File: config.mk
export PLATFORM = sky130hd
export DESIGN_NAME = fp_align_shift
export DESIGN_NICKNAME = d
export VERILOG_FILES = /design/src/rtl/fp_align_shift.sv
export SDC_FILE = /design/constraint.sdc
export NUM_CORES = 1
export LEC_CHECK = 0
export ABC_AREA = 1
export CAP_MARGIN = 15
export CORE_MARGIN = 5
export CORE_UTILIZATION = 40
export DETAILED_ROUTE_END_ITERATION = 6
export GPL_TIMING_DRIVEN = 0
export PLACE_DENSITY_LB_ADDON = 0.2
export SYNTH_ARGS = -nofsm -noshare
export SYNTH_HDL_FRONTEND = slang
export SYNTH_SLANG_ARGS = --single-unit
File: constraint.sdc
create_clock -name clk -period 2.25 [get_ports clk]
set_clock_uncertainty 0.2 [all_clocks]
set_input_delay 0.3375 -clock clk [delete_from_list [all_inputs] [get_ports clk]]
set_output_delay 0.3375 -clock clk [all_outputs]
set_load 0.01 [all_outputs]
File: src/rtl/fp_align_shift.sv
// fp_align_shift: sequential alignment stage of the floating-point adder.
// Restores hidden bits, then right-shifts the smaller significand one bit per
// cycle, collecting guard, round and sticky bits. One transaction in flight at a time.
module fp_align_shift #(
  parameter int SIG_W     = 23,
  parameter int SHIFT_W   = 8,
  parameter int MAX_SHIFT = 26
) (
  input  logic               clk,
  input  logic               rst_n,
  input  logic               in_valid,
  output logic               in_ready,
  input  logic [SIG_W-1:0]   sig1_in,
  input  logic [SIG_W-1:0]   sig2_in,
  input  logic               hid1_in,
  input  logic               hid2_in,
  input  logic [SHIFT_W-1:0] shift_in,
  input  logic               swap_in,
  output logic               out_valid,
  input  logic               out_ready,
  output logic [SIG_W:0]     sig1_out,
  output logic [SIG_W:0]     sig2_out,
  output logic               guard_out,
  output logic               round_out,
  output logic               sticky_out,
  output logic               swap_out
);

  // Shift register holds {hidden, fraction, guard, round}.
  localparam int S_W = SIG_W + 3;
  localparam logic [SHIFT_W-1:0] CAP     = SHIFT_W'(MAX_SHIFT);
  localparam logic [SHIFT_W-1:0] CNT_ONE = SHIFT_W'(1);
  localparam logic [SHIFT_W-1:0] CNT_ZERO = SHIFT_W'(0);

  typedef enum logic [1:0] {
    IDLE  = 2'd0,
    SHIFT = 2'd1,
    DONE  = 2'd2
  } state_t;

  state_t             r_state;
  state_t             w_next;
  logic [SIG_W:0]     r_a;
  logic [S_W-1:0]     r_s;
  logic               r_st;
  logic               r_swap;
  logic [SHIFT_W-1:0] r_cnt;
  logic [SHIFT_W-1:0] w_cnt_init;
  logic               w_in_ready;
  logic               w_out_valid;

  // Saturate the requested shift at full SHIFT_W width before loading the counter.
  always_comb begin
    w_cnt_init = shift_in;
    if (shift_in > CAP) begin
      w_cnt_init = CAP;
    end else begin
      w_cnt_init = shift_in;
    end
  end

  // State register.
  always_ff @(posedge clk or negedge rst_n) begin
    if (!rst_n) begin
      r_state <= IDLE;
    end else begin
      r_state <= w_next;
    end
  end

  // Next-state logic; handshake flags are decoded from state only.
  always_comb begin
    w_next      = r_state;
    w_in_ready  = 1'b0;
    w_out_valid = 1'b0;
    case (r_state)
      IDLE: begin
        w_in_ready = 1'b1;
        if (in_valid) begin
          if (w_cnt_init == CNT_ZERO) begin
            w_next = DONE;
          end else begin
            w_next = SHIFT;
          end
        end else begin
          w_next = IDLE;
        end
      end
      SHIFT: begin
        // <= rather than == so a zero count can never strand the FSM here.
        if (r_cnt <= CNT_ONE) begin
          w_next = DONE;
        end else begin
          w_next = SHIFT;
        end
      end
      DONE: begin
        w_out_valid = 1'b1;
        if (out_ready) begin
          w_next = IDLE;
        end else begin
          w_next = DONE;
        end
      end
      default: begin
        w_next = IDLE;
      end
    endcase
  end

  // Datapath: load on accept, shift one bit per SHIFT cycle, hold otherwise.
  always_ff @(posedge clk or negedge rst_n) begin
    if (!rst_n) begin
      r_a    <= '0;
      r_s    <= '0;
      r_st   <= 1'b0;
      r_swap <= 1'b0;
      r_cnt  <= CNT_ZERO;
    end else begin
      case (r_state)
        IDLE: begin
          if (in_valid) begin
            r_a    <= {hid1_in, sig1_in};
            r_s    <= {hid2_in, sig2_in, 2'b00};
            r_st   <= 1'b0;
            r_swap <= swap_in;
            r_cnt  <= w_cnt_init;
          end
        end
        SHIFT: begin
          if (r_cnt != CNT_ZERO) begin
            r_st  <= r_st | r_s[0];
            r_s   <= {1'b0, r_s[S_W-1:1]};
            r_cnt <= r_cnt - CNT_ONE;
          end
        end
        default: begin
          r_cnt <= r_cnt;
        end
      endcase
    end
  end

  assign in_ready   = w_in_ready;
  assign out_valid  = w_out_valid;
  assign sig1_out   = r_a;
  assign sig2_out   = r_s[S_W-1:2];
  assign guard_out  = r_s[1];
  assign round_out  = r_s[0];
  assign sticky_out = r_st;
  assign swap_out   = r_swap;

endmodule

==> impl_metrics.ini, run 1 <==
[status]
status = complete, no violations

[cts]
cts.repair_timing.setup_buffer_count = 0
cts-resized-gates = 0
clock_sinks = 62
clk-insertion-delay-late_ps = 340
max-clock-path-buffers = 2
cts-buffers-inserted = 9
path_clk_slew_ps = 70
clock_tree_from_tritoncts = yes
cts_h_tree_depth = 3
clockRootBuffer = sky130_fd_sc_hd__clkbuf_8

[power]
leakagePower_nw = 2.171
finalPower_mw = 6.271
power.density_nw_per_um2 = 1411
vdd_ir_drop_max_uv = 598.4

[critical_path]
worstPathCellList = nor2_2 -> clkdlybuf4s50_1
reg2reg_start = r_cnt[0]
cpLargestDelayFamily = buffers and inverters
critPathCaptureType = output pin
timing.critical_path.from_type = flip-flop
critical-path-max-stage-delay_ps = 560
critPathBufInv = 1
r2r_setup_slack_ps = 350
worst-path-max-fanout = 4
critPathArrivalTime_ps = 1510
r2r_end = r_s[10]
worst-r2r-cell-count = 7
crit_required_ps = 1710
critical_path_class = reg -> out
cp_slowest_cell = sky130_fd_sc_hd__clkdlybuf4s50_1

[min_path]
worstHoldStart = sig1_out[4]
min_path_type = reg -> reg
hold_path_end = sig1_out[4]
hold_depth = 2

[drt]
initial_drt_pass_iterations = 6
num_vias = 2839
wirelength_microns = 7952
ant_nets = 0
remaining_drc_errors = 0
avgRoutedWirePerCell_microns = 12.81
detail_route.vias_per_cell = 4.572
drt-initial-drc-count = 114

[global_route]
initial_antenna_violation_count = 0
grtUsageTotal = 0.1855
first_pass_grt_wire_length_microns = 13000
grt_pass1_vias = 2787
final_global_route_overflow_total = 0
grt_start_max_net_pins = 63

[sta]
timing.final.max_slew_violations = 0
setup_viol_count_final = 0
rsz0062_at_grt = no
post-route-min-period_ps = 2050
max_clock_freq_mhz = 487.7
post-route-worst-setup-slack_ps = 199.7
timing_hold_violations_final = 0
maxSlewHeadroom = 0.4681
holdWs_ps = 276.3
layout_worst_path_cycle_share = 0.9112
tightestPinTransition_ps = 797.8

[cells_and_area]
layout.filler_cells = 683
num-nets-final = 580
area_delta_synth_final_pct = 50.30
finish.instance_area_sq_um = 4446
layout_commonest_cell = sky130_fd_sc_hd__nand2_1
multi_input_comb_area_sq_um = 1147
num_antenna_cells = 0
layout.area.seq_sq_um = 1551
post_route_cells_drive_above_1_share = 0.05556
mostFrequentLayoutCells = 174 x sky130_fd_sc_hd__nand2_1, 113 x sky130_fd_sc_hd__clkdlybuf4s50_1, 62 x sky130_fd_sc_hd__dfrtp_1
layout_utilization = 0.6162

[placement]
portBuffers = 114
dpl.hpwl_microns = 5874
detailed_place.area_sq_um = 4220
globalplace.congestion = 0.8507
dp_worst_setup_slack_ps = 235.8

[yosys]
synth-warning-count = 0
post_synth_inst_count = 391
synth.cell_area_sq_um = 2958
synth_cell_type_count = 19
postSynthRegisterBits = 62
synth-seq-area-share = 0.5245
synth.avg_cell_area_sq_um = 7.565
synth_fp_nets = 454

[floorplanning]
die_w_microns = 95.99
placeableCoreArea_sq_um = 7214
initial_core_util = 0.4100
die-height_microns = 95.99
placement_rows = 31
io_pins = 115
fp.dieArea_sq_um = 9214

[flow_run]
count_of_max_cap_constraint_violations = 0
metrics by stage:
step	std cells	TNS, ps
4_1_cts	621	0
5_1_grt	621	0
3_5_place_dp	604	0
6_report	621	0
2_1_floorplan	391	0
3_3_place_gp	604	-91610
tightest hold or removal path, cell delays in order (launching register included):
cell,delay (ps)
sky130_fd_sc_hd__dfrtp_1,340
sky130_fd_sc_hd__nand2_1,50
sky130_fd_sc_hd__nand2_1,50
area by class of cell:
class	count	share of cell area
Timing Repair Buffer	115	0.2584
Buffer	16	0.02111
Inverter	44	0.03715
Multi-Input combinational cell	269	0.2581
Clock inverter	4	0.01576
Sequential cell	62	0.3490
Clock buffer	12	0.03265
Tap cell	99	0.02786
cell usage after synthesis:
cell | number | area share
sky130_fd_sc_hd__ha_1 | 2 | 0.0085
sky130_fd_sc_hd__xnor2_1 | 1 | 0.0030
sky130_fd_sc_hd__nor3_1 | 2 | 0.0034
sky130_fd_sc_hd__o21ai_1 | 3 | 0.0051
sky130_fd_sc_hd__inv_2 | 3 | 0.0038
sky130_fd_sc_hd__nand3_1 | 13 | 0.022
sky130_fd_sc_hd__o21ai_0 | 48 | 0.081
sky130_fd_sc_hd__buf_2 | 3 | 0.0051
sky130_fd_sc_hd__nand4_1 | 6 | 0.013
sky130_fd_sc_hd__nand3_2 | 1 | 0.0034
sky130_fd_sc_hd__dfrtp_1 | 62 | 0.52
sky130_fd_sc_hd__nor2_2 | 1 | 0.0021
sky130_fd_sc_hd__a21oi_1 | 3 | 0.0051
sky130_fd_sc_hd__nand2_1 | 174 | 0.22
sky130_fd_sc_hd__nor2_1 | 13 | 0.016
sky130_fd_sc_hd__inv_1 | 41 | 0.052
sky130_fd_sc_hd__buf_6 | 4 | 0.015
sky130_fd_sc_hd__clkbuf_1 | 9 | 0.011
sky130_fd_sc_hd__nand2_2 | 2 | 0.0042
what timing repair did:
item | in CTS | in global routing
hold buffers | 1 | 0
endpoints found under the setup margin | 0 | 0
endpoints found under the hold margin | 62 | 0
per-layer routing:
metal / vias up / GRT usage / wire length (microns)
li1: 1459 / - / -
met1: 1273 / 0.2242 / 3284
met2: 95 / 0.2956 / 3764
met3: 12 / 0.06959 / 765
met4: 0 / 0.07938 / 138
met5: - / 0 / 0
how the worst max path moves through the flow:
stage	slack, ps	endpoint	startpoint	cells after the start
floorplan	570	r_s[21]	r_cnt[0]	9
global placement	-1480	sig1_out[16]	rst_n	1
detailed placement	240	r_s[10]	in_valid	5
CTS	170	in_ready	r_state[0]	2
global route	140	in_ready	r_state[0]	2
finish	200	in_ready	r_state[0]	2
kinds of logic after synthesis:
group | count (synthesis) | synth area share
DFF | 62 | 0.5245
adders and majority gates | 2 | 0.008459
and+or+nand+nor | 212 | 0.2851
buffers and inverters | 60 | 0.08756
AOI/OAI and AO/OA | 54 | 0.09137
xor gates and xnor gates | 1 | 0.002962
where the power goes:
part           internal [mW]  switching (mW)
clock                  0.651           0.430
sequential              1.64           0.310
combinational           1.50            1.74
total                   3.80            2.48
flip-flops by register name (all words and copies together) (netlist names):
signal and flops:
sticky_out 1, r_s 26, r_cnt 8, sig1_out 24, r_state 2, swap_out 1
Note: power is estimated with default switching activity, not from simulation.
==> inputs of run 2 (changes only) <==
ABC_AREA = not set   (was 1)
MAX_ROUTING_LAYER = met4   (was not set)
PLACE_DENSITY = 0.83   (was not set)
PLACE_DENSITY_LB_ADDON = not set   (was 0.2)
==> run 2 against run 1 <==
Compared with the run above:
- non-clock buffer count rose by 19
- register-to-register slack worse by 310 ps
- setup slack got worse by 160 ps
- via count about the same
- count of clock-buffer cells in the layout decreased by 1
- wire length grew 4.5%
- area after synthesis down 4.1%
- fmax is 7.2% lower
==> impl_metrics.ini, run 2 <==
[power]
vdd_ir_drop_max_uv = 811.8
power.density_nw_per_um2 = 1428
leakagePower_nw = 1.976

[placement]
globalplace.congestion = 0.8332
portBuffers = 114
dp_worst_setup_slack_ps = -228.8
dpl.hpwl_microns = 6006

[yosys]
yosys.area_share.simple = 0.2665
synth.cell_area_sq_um = 2835
post_synth_edffs = 0
synth_fp_nets = 386
synth_common_cells = 126 x sky130_fd_sc_hd__nand2_1, 62 x sky130_fd_sc_hd__dfrtp_1, 26 x sky130_fd_sc_hd__nor3_1, 25 x sky130_fd_sc_hd__a31oi_1
yosysTopAreaCellShare = 0.5472
yosys.area_share.adder = 0.008826
synthXorXnorAreaFrac = 0.006178
synth.avg_cell_area_sq_um = 8.778
synth_mux_area_frac = 0.02162
async_sr_flop_fraction = 1.000
synth_cell_type_count = 34
synth.top_cells.by_area = sky130_fd_sc_hd__dfrtp_1 55%, sky130_fd_sc_hd__nand2_1 17%, sky130_fd_sc_hd__a31oi_1 5.5%, sky130_fd_sc_hd__nor3_1 4.6%, sky130_fd_sc_hd__buf_6 1.6%
postSynthRegisterBits = 62
synth-seq-area-share = 0.5472
post_synth_inst_count = 323
synth-warning-count = 0
synth_compound_area_frac = 0.1059
synth_top_family_by_area = simple AND/OR/NAND/NOR gates
library_cell_with_the_highest_instance_count_after_synthesis = sky130_fd_sc_hd__nand2_1
library_cell_occupying_the_most_area_in_the_post_synthesis_netlist = sky130_fd_sc_hd__dfrtp_1
synth_flop_cell = sky130_fd_sc_hd__dfrtp_1

[drt]
ant_nets = 0
initial_drt_pass_iterations = 4
num_vias = 2838
detail_route.vias_per_cell = 5.041
wirelength_microns = 8306
remaining_drc_errors = 0
drt-initial-drc-count = 191
avgRoutedWirePerCell_microns = 14.75

[critical_path]
reg2reg_start = r_cnt[6]
worst-path-max-fanout = 7
critPathArrivalTime_ps = 2220
timing.critical_path.from_type = flip-flop
critPathCaptureType = flip-flop
critPathLaunch = r_cnt[6]
crit_required_ps = 2260
critical_path_class = reg -> reg

[floorplanning]
die_w_microns = 94.19
io_pins = 115
initial_core_util = 0.4150
fp.dieArea_sq_um = 8872
die-height_microns = 94.19
placement_rows = 30
placeableCoreArea_sq_um = 6832

[cells_and_area]
mostFrequentLayoutCells = 126 x sky130_fd_sc_hd__nand2_1, 113 x sky130_fd_sc_hd__clkdlybuf4s50_1, 62 x sky130_fd_sc_hd__dfrtp_1
post_route_cells_drive_above_1_share = 0.1135
max_flop_register = r_s
num-nets-final = 526
layout_utilization = 0.6513
layout_commonest_cell = sky130_fd_sc_hd__nand2_1
area_delta_synth_final_pct = 56.93
num_antenna_cells = 0
largest_register_ff_count = 26

[min_path]
worstHoldStart = sig1_out[22]
min_path_type = reg -> reg

[cts]
cts_h_tree_depth = 3
clockRootBuffer = sky130_fd_sc_hd__clkbuf_8
max-clock-path-buffers = 2
path_clk_slew_ps = 60
clk-insertion-delay-late_ps = 330
clock_sinks = 62
clock_tree_from_tritoncts = yes
cts-buffers-inserted = 9

[global_route]
initial_antenna_violation_count = 0
grtUsageTotal = 0.1938
grt_pass1_vias = 2747
final_global_route_overflow_total = 0
first_pass_grt_wire_length_microns = 13170
grt_start_max_net_pins = 38

[sta]
tightestPinTransition_ps = 616.1
post-route-min-period_ps = 2209
timing_hold_violations_final = 0
post-route-worst-setup-slack_ps = 40.93
tns_ps = 0
timing.final.max_slew_violations = 0
setup_viol_count_final = 0
maxSlewHeadroom = 0.5892
layout_worst_path_cycle_share = 0.9818
max_clock_freq_mhz = 452.7

[status]
status = complete, no violations

[flow_run]
count_of_max_cap_constraint_violations = 0
==> run 2: cell types whose count changed after synthesis, moves of 4 or more <==
cell / previous run / this run
sky130_fd_sc_hd__nor3_1: 2 / 26
sky130_fd_sc_hd__nand2_1: 174 / 126
sky130_fd_sc_hd__a31oi_1: 0 / 25
sky130_fd_sc_hd__nand4_1: 6 / 2
sky130_fd_sc_hd__inv_1: 41 / 4
sky130_fd_sc_hd__buf_1: 0 / 5
sky130_fd_sc_hd__o22ai_1: 0 / 4
sky130_fd_sc_hd__nand3_1: 13 / 0
sky130_fd_sc_hd__o21ai_0: 48 / 7
==> run 2: metrics by stage <==
stage | hold WS (ps) | area, sq um | power [mW] | instances
final | 274.2 | 4449 | 6.353 | 563
after global routing | 300.0 | 4449 | 6.821 | 563
after CTS | 275.7 | 4393 | 6.281 | 561
after detailed placement | 187.6 | 4116 | 5.247 | 534
after global placement | 256.2 | 4101 | 5.130 | 533
after floorplan | -158.1 | 2840 | 3.722 | 323
==> run 2: critical path, stage by stage (launching register included) <==
cell and delay, ps:
sky130_fd_sc_hd__dfrtp_1 390, sky130_fd_sc_hd__or4_4 580, sky130_fd_sc_hd__o21a_4 250, sky130_fd_sc_hd__or2_1 230
sky130_fd_sc_hd__buf_6 140, sky130_fd_sc_hd__mux2_4 290
==> run 2: final cells by class <==
| class | instances | area (sq um) |
|---|---|---|
| buffer | 20 | 102.6 |
| timing repair buffer | 130 | 1271 |
| fill | 566 | 2382 |
| sequential | 62 | 1551 |
| multi-input combinational | 236 | 1215 |
| clock inverter | 4 | 22.52 |
| inverter | 4 | 15.01 |
| tap | 96 | 120.1 |
| clock buffer | 11 | 151.4 |
==> run 2: layer usage <==
metal	vias to the layer above	track usage	part of all wire
li1	1371	-	-
met1	1342	0.2509	0.46
met2	114	0.2914	0.45
met3	11	0.05609	0.075
met4	0	0.06739	0.011
met5	-	-	0
==> run 2: worst paths after layout <==
| check | to | slack (ps) | cells past startpoint |
|---|---|---|---|
| max | r_cnt[0] | 40 | 5 |
| min | sig1_out[22] | 270 | 2 |
| max in group asynchronous | sig1_out[23] | 880 | 3 |
| min in group asynchronous | r_s[19] | 350 | 2 |
| min reg2reg | sig1_out[22] | 270 | 2 |
| max reg2reg | r_cnt[0] | 40 | 5 |
==> run 2: what timing repair did <==
action,CTS,global route
hold buffers,1,0
hold endpoints to repair,25,0
pin swaps,2,3
cloned,0,0
endpoints found under the setup margin,24,28
buffers inserted,11,3
gates resized for setup,3,15
==> run 2: report_power, final <==
group | switching, mW | internal [mW]
combinational | 1.66 | 1.77
sequential | 0.394 | 1.67
clock | 0.416 | 0.448
==> run 2: kinds of logic (layout without fill, tap and decap cells) <==
| group | after synthesis | after routing |
|---|---|---|
| compound gates | 48 | 48 |
| buf+inv | 25 | 169 |
| mux | 5 | 5 |
| simple gates | 179 | 179 |
| flops | 62 | 62 |
| fa+ha+maj | 2 | 2 |
| xor+xnor | 2 | 2 |
==> inputs of run 3 (changes only) <==
CTS_BUF_LIST = sky130_fd_sc_hd__clkbuf_16   (was not set)
SETUP_SLACK_MARGIN = 0.15   (was not set)
SLEW_MARGIN = 20   (was not set)
==> run 3 against run 2 <==
Compared with the run above:
- the flow now finishes with violations (setup timing)
- fmax down 2.5%
- design area up 4.0%
- sequential share of layout area down 1.3 points
- register-to-register slack worse by 60 ps
- critical endpoint is now r_s[0]
==> impl_metrics.ini, run 3 (synthesized netlist as in run 2, its figures left out) <==
[drt]
remaining_drc_errors = 0
detail_route.vias_per_cell = 5.217
initial_drt_pass_iterations = 4
ant_nets = 0
num_vias = 2927
wirelength_microns = 8906
avgRoutedWirePerCell_microns = 15.88
drt-initial-drc-count = 131

[power]
finalPower_mw = 6.978
switching_share = 0.3857
internal_power_mw = 4.287
power.share.combinational = 0.532
share_seq_of_total_power = 0.298
vdd_ir_drop_max_uv = 997.1
power.density_nw_per_um2 = 1507
power.share.clock = 0.170
power_switching_mw = 2.692
leakagePower_nw = 2.022

[sta]
maxSlewHeadroom = 0.5731
rsz0062_at_grt = yes
post-route-min-period_ps = 2265
post-route-worst-setup-slack_ps = -14.91
tightestPinTransition_ps = 634.5
timing_hold_violations_final = 0
timing.final.max_slew_violations = 0
max_clock_freq_mhz = 441.5
layout_worst_path_cycle_share = 1.007
setup_viol_count_final = 3

[cells_and_area]
mostFrequentLayoutCells = 126 x sky130_fd_sc_hd__nand2_1, 113 x sky130_fd_sc_hd__clkdlybuf4s50_1, 61 x sky130_fd_sc_hd__dfrtp_1
area_delta_synth_final_pct = 63.28
largest_register_ff_count = 26
num_antenna_cells = 0
num-nets-final = 524
layout_commonest_cell = sky130_fd_sc_hd__nand2_1
layout.filler_cells = 559
max_flop_register = r_s
post_route_cells_drive_above_1_share = 0.1333

[floorplanning]
placement_rows = 30
io_pins = 115
die-height_microns = 94.19
fp.dieArea_sq_um = 8872
placeableCoreArea_sq_um = 6832
die_w_microns = 94.19
initial_core_util = 0.4150

[placement]
globalplace.congestion = 0.8099
dp_worst_setup_slack_ps = -243.7
dpl.hpwl_microns = 6114
portBuffers = 114

[cts]
clockRootBuffer = sky130_fd_sc_hd__clkbuf_16
cts_h_tree_depth = 3
path_clk_slew_ps = 50
clock_sinks = 62
cts-buffers-inserted = 9
clk-insertion-delay-late_ps = 320
max-clock-path-buffers = 2
clock_tree_from_tritoncts = yes

[critical_path]
critPathBufInv = 3
critPathArrivalTime_ps = 2270
timing.critical_path.from_type = flip-flop
critical-path-max-stage-delay_ps = 400
worst-path-max-fanout = 8
worstPathCellList = inv_2 -> ha_4 -> or3b_4 -> o21a_1 -> buf_6 -> or2_1 -> buf_6 -> mux2_4
critPathCaptureType = flip-flop
critical_path_class = reg -> reg
crit_required_ps = 2260
crit_top_cell = sky130_fd_sc_hd__buf_6
cpLargestDelayFamily = simple AND/OR/NAND/NOR gates
cp_slowest_cell = sky130_fd_sc_hd__dfrtp_1

[min_path]
min_path_type = in -> async

[flow_run]
count_of_max_cap_constraint_violations = 0

[global_route]
grt_pass1_vias = 2905
grtUsageTotal = 0.2081
initial_antenna_violation_count = 0
grt_start_max_net_pins = 40
final_global_route_overflow_total = 0
first_pass_grt_wire_length_microns = 14030

[status]
violations = setup timing
status = complete, but fails checks
run 3: changes by cell type in the layout (fill, tap and decap cells not counted), sizes merged:
cell,delta
clkinv,+2
clkbuf,-3
buf,-1
run 3: metal layers:
metal  wire (microns)  global-route usage  vias up
li1                 -                   -     1375
met1             3753              0.2576     1403
met2             4272              0.3286      130
met3              672             0.05128       19
met4              207             0.08183        0
met5                0                   -        -
run 3: repair_timing:
action	4_1_cts	5_1_grt
pin swaps	3	1
endpoints found under the setup margin	29	61
endpoints found under the hold margin	23	0
setup buffers	11	1
hold buffers	1	0
gates resized for setup	9	22
run 3: worst reg2reg max path: stages (launching register included):
cell and delay (ps):
sky130_fd_sc_hd__dfrtp_1 400, sky130_fd_sc_hd__inv_2 80, sky130_fd_sc_hd__ha_4 130, sky130_fd_sc_hd__or3b_4 370
sky130_fd_sc_hd__o21a_1 200, sky130_fd_sc_hd__buf_6 130, sky130_fd_sc_hd__or2_1 210, sky130_fd_sc_hd__buf_6 150
sky130_fd_sc_hd__mux2_4 290
run 3: path summary, 6_finish.rpt:
check | from | end | slack [ps] | cells after the start
worst min register to register | sig1_out[1] | sig1_out[1] | 270 | 2
worst max-delay path | r_cnt[0] | r_s[0] | -10 | 8
worst min-delay path | rst_n | sig1_out[18] | 260 | 2
max in group asynchronous | rst_n | r_state[1] | 1070 | 3
worst max register to register | r_cnt[0] | r_s[0] | -10 | 8
min in group clk | sig1_out[1] | sig1_out[1] | 270 | 2
run 3: per-stage QoR:
| stage | TNS, ps | utilization | area (sq um) | std cells | hold slack, ps |
|---|---|---|---|---|---|
| floorplan | -85.80 | - | 2840 | 323 | -158.1 |
| global placement | -85200 | 0.6004 | 4101 | 533 | 257.4 |
| detailed placement | -8206 | 0.6029 | 4119 | 534 | 51.97 |
| CTS | -12.35 | 0.6608 | 4514 | 560 | 263.1 |
| global route | -810.4 | 0.6777 | 4629 | 561 | 293.7 |
| finish | -32.71 | 0.6777 | 4629 | 561 | 259.0 |
run 3: cell type report:
cell class / count / area, sq um / share of cell area
Clock buffer: 9 / 225.2 / 0.04865
Tap cell: 96 / 120.1 / 0.02595
Clock inverter: 6 / 30.03 / 0.006486
Sequential cell: 62 / 1553 / 0.3354
Multi-Input combinational cell: 236 / 1315 / 0.2841
Buffer: 20 / 112.6 / 0.02432
Inverter: 4 / 15.01 / 0.003243
Timing Repair Buffer: 128 / 1259 / 0.2719
run 3: power by group through the flow:
| stage | Combinational [mW] | Clock (mW) | Sequential, mW |
|---|---|---|---|
| final | 3.71 | 1.19 | 2.08 |
| after CTS | 3.48 | 1.21 | 2.07 |
| after detailed placement | 3.17 | 0 | 2.09 |
| after global placement | 3.07 | 0 | 2.06 |
| after global routing | 4.01 | 1.26 | 2.17 |
| after floorplan | 1.48 | 0 | 2.24 |
